`src/rtl/multicycle_control.sv`:
```
// rtl/multicycle_control.sv - multi-cycle control sequencer for the 24-bit CPU datapath
module multicycle_control #(
    parameter int MEM_TIMEOUT = 16,
    parameter int CNT_W       = 16
) (
    input  logic             Clock,
    input  logic             ResetN,
    input  logic             Run,
    input  logic [3:0]       OPcode,
    input  logic             Zero,
    input  logic             MemReady,
    output logic             PCEn,
    output logic             PCSource,
    output logic             IorD,
    output logic             IRWrite,
    output logic             MemRead,
    output logic             MemWrite,
    output logic             MemToReg,
    output logic             RegDst,
    output logic             RegWrite,
    output logic             ALUsrcA,
    output logic [1:0]       ALUsrcB,
    output logic [1:0]       ALUop,
    output logic             Busy,
    output logic             Halted,
    output logic [1:0]       ErrCode,
    output logic [CNT_W-1:0] InstrCount,
    output logic [3:0]       State
);

    localparam int WAIT_W = (MEM_TIMEOUT > 2) ? $clog2(MEM_TIMEOUT) : 1;
    localparam logic [WAIT_W-1:0] WAIT_LIMIT = WAIT_W'(MEM_TIMEOUT - 1);

    localparam logic [3:0] OP_R    = 4'b0110;
    localparam logic [3:0] OP_ADDI = 4'b0001;
    localparam logic [3:0] OP_LS   = 4'b0010;
    localparam logic [3:0] OP_SS   = 4'b0011;
    localparam logic [3:0] OP_BEQ  = 4'b0100;
    localparam logic [3:0] OP_HALT = 4'b1111;

    typedef enum logic [3:0] {
        IDLE     = 4'd0,
        FETCH    = 4'd1,
        DECODE   = 4'd2,
        EXEC_R   = 4'd3,
        EXEC_I   = 4'd4,
        MEM_ADDR = 4'd5,
        MEM_RD   = 4'd6,
        MEM_WR   = 4'd7,
        WB_R     = 4'd8,
        WB_I     = 4'd9,
        WB_MEM   = 4'd10,
        BRANCH   = 4'd11,
        HALT     = 4'd12,
        ERROR    = 4'd13
    } state_t;

    state_t            state;
    state_t            nextState;
    logic [WAIT_W-1:0] waitCnt;
    logic              memState;
    logic              timeout;
    logic              retire;
    logic              pcWrite;
    logic              pcWriteCond;

    assign memState = (state == FETCH) || (state == MEM_RD) || (state == MEM_WR);
    // MemReady on the final wait cycle still completes the access.
    assign timeout  = memState && !MemReady && (waitCnt == WAIT_LIMIT);
    assign retire   = ((state == MEM_WR) && MemReady) || (state == WB_R) ||
                      (state == WB_I) || (state == WB_MEM) || (state == BRANCH);

    always_ff @(posedge Clock or negedge ResetN) begin
        if (!ResetN) begin
            state <= IDLE;
        end else begin
            state <= nextState;
        end
    end

    always_comb begin
        nextState = state;
        case (state)
            IDLE:     if (Run) nextState = FETCH;
            FETCH:    if (MemReady) nextState = DECODE;
                      else if (timeout) nextState = ERROR;
            DECODE: begin
                case (OPcode)
                    OP_R:         nextState = EXEC_R;
                    OP_ADDI:      nextState = EXEC_I;
                    OP_LS, OP_SS: nextState = MEM_ADDR;
                    OP_BEQ:       nextState = BRANCH;
                    OP_HALT:      nextState = HALT;
                    default:      nextState = ERROR;
                endcase
            end
            EXEC_R:   nextState = WB_R;
            EXEC_I:   nextState = WB_I;
            MEM_ADDR: nextState = (OPcode == OP_SS) ? MEM_WR : MEM_RD;
            MEM_RD:   if (MemReady) nextState = WB_MEM;
                      else if (timeout) nextState = ERROR;
            MEM_WR:   if (MemReady) nextState = FETCH;
                      else if (timeout) nextState = ERROR;
            WB_R, WB_I, WB_MEM, BRANCH: nextState = FETCH;
            HALT:     nextState = HALT;
            ERROR:    nextState = ERROR;
            default:  nextState = ERROR;
        endcase
    end

    always_comb begin
        pcWrite     = 1'b0;
        pcWriteCond = 1'b0;
        PCSource    = 1'b0;
        IorD        = 1'b0;
        IRWrite     = 1'b0;
        MemRead     = 1'b0;
        MemWrite    = 1'b0;
        MemToReg    = 1'b0;
        RegDst      = 1'b0;
        RegWrite    = 1'b0;
        ALUsrcA     = 1'b0;
        ALUsrcB     = 2'b00;
        ALUop       = 2'b00;
        case (state)
            FETCH: begin
                MemRead = 1'b1;
                ALUsrcB = 2'b01;
                IRWrite = MemReady;
                pcWrite = MemReady;
            end
            DECODE:   ALUsrcB = 2'b10;
            EXEC_R: begin
                ALUsrcA = 1'b1;
                ALUop   = 2'b10;
            end
            EXEC_I, MEM_ADDR: begin
                ALUsrcA = 1'b1;
                ALUsrcB = 2'b10;
            end
            MEM_RD: begin
                MemRead = 1'b1;
                IorD    = 1'b1;
            end
            MEM_WR: begin
                MemWrite = 1'b1;
                IorD     = 1'b1;
            end
            WB_R: begin
                RegWrite = 1'b1;
                RegDst   = 1'b1;
            end
            WB_I:     RegWrite = 1'b1;
            WB_MEM: begin
                RegWrite = 1'b1;
                MemToReg = 1'b1;
            end
            BRANCH: begin
                ALUsrcA     = 1'b1;
                ALUop       = 2'b01;
                pcWriteCond = 1'b1;
                PCSource    = 1'b1;
            end
            default: ;
        endcase
    end

    assign PCEn   = pcWrite | (pcWriteCond & Zero);
    assign Busy   = (state != IDLE) && (state != HALT) && (state != ERROR);
    assign Halted = (state == HALT);
    assign State  = state;

    // Wait counter restarts on every state change so each access gets a fresh budget.
    always_ff @(posedge Clock or negedge ResetN) begin
        if (!ResetN) begin
            waitCnt <= '0;
        end else if (state != nextState) begin
            waitCnt <= '0;
        end else if (memState && !MemReady) begin
            waitCnt <= waitCnt + 1'b1;
        end
    end

    always_ff @(posedge Clock or negedge ResetN) begin
        if (!ResetN) begin
            ErrCode <= 2'b00;
        end else if ((state == DECODE) && (nextState == ERROR)) begin
            ErrCode <= 2'b01;
        end else if (timeout) begin
            ErrCode <= 2'b10;
        end
    end

    always_ff @(posedge Clock or negedge ResetN) begin
        if (!ResetN) begin
            InstrCount <= '0;
        end else if (retire) begin
            InstrCount <= InstrCount + CNT_W'(1);
        end
    end

endmodule

```
`config.mk`:
```
export PLATFORM = sky130hd
export DESIGN_NAME = multicycle_control
export DESIGN_NICKNAME = d
export VERILOG_FILES = /design/src/rtl/multicycle_control.sv
export SDC_FILE = /design/constraint.sdc
export NUM_CORES = 1
export LEC_CHECK = 0
export BUFFER_PORTS_ARGS = -buffer_cell sky130_fd_sc_hd__buf_4
export CAP_MARGIN = 20
export CORE_ASPECT_RATIO = 1.75
export CORE_MARGIN = 5
export CORE_UTILIZATION = 56
export CTS_CLUSTER_DIAMETER = 40
export DETAILED_ROUTE_END_ITERATION = 10
export PLACE_DENSITY = 0.95
export SLEW_MARGIN = 20
export SYNTH_ARGS = -nofsm -noshare
export SYNTH_HDL_FRONTEND = slang
export SYNTH_SLANG_ARGS = --single-unit
```
`constraint.sdc`:
```
create_clock -name Clock -period 5.6 [get_ports Clock]
set_clock_uncertainty 0.1 [all_clocks]
set_input_delay 1.12 -clock Clock [delete_from_list [all_inputs] [get_ports Clock]]
set_output_delay 1.12 -clock Clock [all_outputs]
set_load 0.03 [all_outputs]
```
==> flow_metrics.py <==
metrics = {
    "run_status": {
        "status": "completed",
    },
    "global_route": {
        "first_global_vias": 1497,
        "grt_start_max_net_pins": 27,
        "grt_overflow_total": 0,
        "track_usage_pct": 20.5,
        "grt_pass1_wl_um": 6690,
        "antenna_found_initial": 0,
    },
    "clock_tree": {
        "htreeDepth": 1,
        "cts.repair.resized": 0,
        "cts_buffers": 3,
        "cts_buffer_depth": 2,
        "cts_root_buf": "clkbuf_8",
        "clk_pin_slew_ns": 0.09,
        "clock_latency_ns": 0.27,
        "cts_hold_buf": 0,
        "post-cts-setup-buffer-count": 0,
        "clock-sinks": 26,
        "tritoncts": "built",
    },
    "placement": {
        "dp_hpwl_um": 3040,
        "gp_congestion": 0.859,
        "port_buffers": 46,
    },
    "sta": {
        "worstMarginPinSlew_ns": 0.708,
        "fmax_mhz": 294,
        "drv_slew": 0,
        "finalHoldViolations": 0,
        "setup_viol": 0,
        "timing.setup.tns_ns": 0,
        "hold_ws_ns": 0.395,
        "slew_headroom_pct": 52.8,
        "timing.final.crit_share_pct": 60.8,
        "min_period_ns": 3.41,
        "grt_setup_unrepaired": "false",
    },
    "cells_and_area": {
        "antenna_cells": 0,
        "final_layout_size_suffix_gt1_share_pct": 25.4,
        "area_delta_synth_final_pct": 22.8,
        "final_common_cell": "buf_4",
        "nFillCells": 234,
        "final_cell_mix": "46 x buf_4, 26 x dfrtp_1, 17 x nand2_1, 15 x nor2_1, 15 x xnor2_1",
        "fin_nets": 236,
    },
    "drt": {
        "num_vias": 1514,
        "drt_pass1_iterations": 6,
        "post_drt_wl_per_cell_um": 15.5,
        "viasPerCell": 6.01,
        "initialDrtViolationCount": 26,
        "ant_nets": 0,
        "drc": 0,
        "wirelength_um": 3910,
    },
    "yosys": {
        "syn_avg_cell_area_um2": 8.91,
        "synth_seq_area_share_pct": 39.5,
        "synth-compound-area-share_pct": 13.8,
        "synth_top_family_by_area": "simple AND/OR/NAND/NOR gates",
        "synthSimpleGateAreaFrac_pct": 29.8,
        "ys_ff_latch": 26,
        "synthArstFlopShare_pct": 100,
        "yosys_warnings": 0,
        "synth_ff_type": "dfrtp_1",
        "syn_area_um2": 1650,
        "synthTopCellsByArea": "dfrtp_1 39%, xnor2_1 8.0%, nand2_1 3.9%, nor2_1 3.4%, and3_1 3.0%",
        "synth-xor-area-share_pct": 10.1,
        "synth_top_cell_area_share_pct": 39.5,
        "synthAdderAreaFrac_pct": 1.52,
        "synth.largest_area_cell": "dfrtp_1",
        "netlist_instances": 185,
        "synth.net_count": 196,
        "muxShareOfSynthArea_pct": 0.607,
        "ys_types": 51,
        "synth-edff-count": 0,
    },
    "critical_path": {
        "critPathRequiredTime_ns": 4.38,
        "cpPeakStageDelay_ns": 0.77,
        "critPathCaptureType": "output port",
        "reg2regPathDepth": 5,
        "worstSetupStartpointType": "flop",
        "crit_fanout": 26,
        "crit_chain": "or4b_2 -> inv_1 -> and2_1 -> a21o_1 -> buf_4",
        "crit_type": "flop to output port",
        "arrival_ns": 2.19,
        "cpMaxStageDelayCell": "or4b_2",
    },
    "hold_path": {
        "hold_path.class": "flop to flop",
        "worstHoldPathCells": 1,
    },
    "flow_run": {
        "maxCapViolCount": 0,
    },
    "pwr": {
        "leakage_nw": 1.01,
        "irDropWorstVdd_mv": 0.295,
        "powerDensity_nw_per_um2": 455,
    },
    "die": {
        "ios": 47,
        "die_w_um": 51.0,
        "rows": 26,
        "start_util_pct": 57.0,
        "die-area_um2": 4170,
        "core_area_um2": 2900,
        "die_h_um": 81.8,
    },
}
per-stage QoR:
step           setup slack, ns  total power [W]  util [%]  instance area [um^2]  cells
2_1_floorplan             2.09         0.000649         -                  1650    185
3_3_place_gp              2.56         0.000789      68.1                  1970    248
3_5_place_dp              2.51         0.000805      68.1                  1970    248
4_1_cts                   2.19         0.000924      70.0                  2030    252
5_1_grt                   2.06         0.000976      70.0                  2030    252
6_report                  2.19         0.000922      70.0                  2030    252
sequential cells by signal, summed over array words and instances (netlist names):
register    flops
ErrCode         2
waitCnt         4
State           4
InstrCount     16
critical path, delay by kind of cell (launching register included):
kind            cells  cell delay [ns]
simple gates        2             0.92
buf+inv             2             0.26
flops               1             0.65
compound gates      1             0.09
synthesized netlist by cell type (all sizes together) (2+ instances only):
library cell / instances
nor3b: 3
and3: 8
nand2: 17
nor2: 15
dfrtp: 26
nand3: 9
and2b: 2
buf: 7
xnor2: 15
nor2b: 2
xor2: 4
nand2b: 5
and2: 2
inv: 3
clkbuf: 4
nand4: 3
nor3: 10
o211ai: 3
a21oi: 9
o22ai: 2
or4b: 3
ha: 2
clkinv: 2
o21ai: 9
path summary, 6_finish.rpt:
path                          startpoint            end  slack (ns)
max                             State[3]           PCEn        2.19
min                        InstrCount[9]  InstrCount[9]        0.39
max reg2reg                     State[0]     waitCnt[0]        3.08
min reg2reg                InstrCount[9]  InstrCount[9]        0.39
max in group asynchronous         ResetN  InstrCount[0]        4.51
min in group asynchronous         ResetN  InstrCount[9]        0.64
logic make-up (layout without fill, tap and decap cells):
logic type / Yosys count / in the layout
AO/OA/AOI/OAI: 35 / 35
XOR/XNOR: 19 / 19
adder cells (fa/ha/maj): 2 / 2
buffers and inverters: 16 / 55
flip-flops: 26 / 26
multiplexers: 1 / 1
AND/OR/NAND/NOR: 86 / 86
layout make-up:
| type | count | area [um^2] | area share [%] |
|---|---|---|---|
| Multi-Input combinational cell | 143 | 921 | 45.5 |
| Timing Repair Buffer | 46 | 345 | 17.0 |
| Sequential cell | 26 | 651 | 32.1 |
| Clock buffer | 4 | 55.1 | 2.72 |
| Tap cell | 28 | 35.0 | 1.73 |
| Inverter | 5 | 18.8 | 0.926 |
per-layer routing:
metal,up-vias,GRT usage [%],part of all wire (%)
met4,0,8.36,2.7
met2,55,40.6,54
met3,11,2.72,6.5
met5,-,0,0
met1,717,20.9,37
li1,731,-,-
report_power, final:
part           leakage, nW  switching, W  internal [W]  total, W
Combinational        0.633      0.000307      0.000192  0.000499
Sequential           0.347     0.0000851      0.000219  0.000304
Clock               0.0288     0.0000562     0.0000629  0.000119
Total                 1.01      0.000448      0.000474  0.000922
Note: power is estimated with default switching activity, not from simulation.
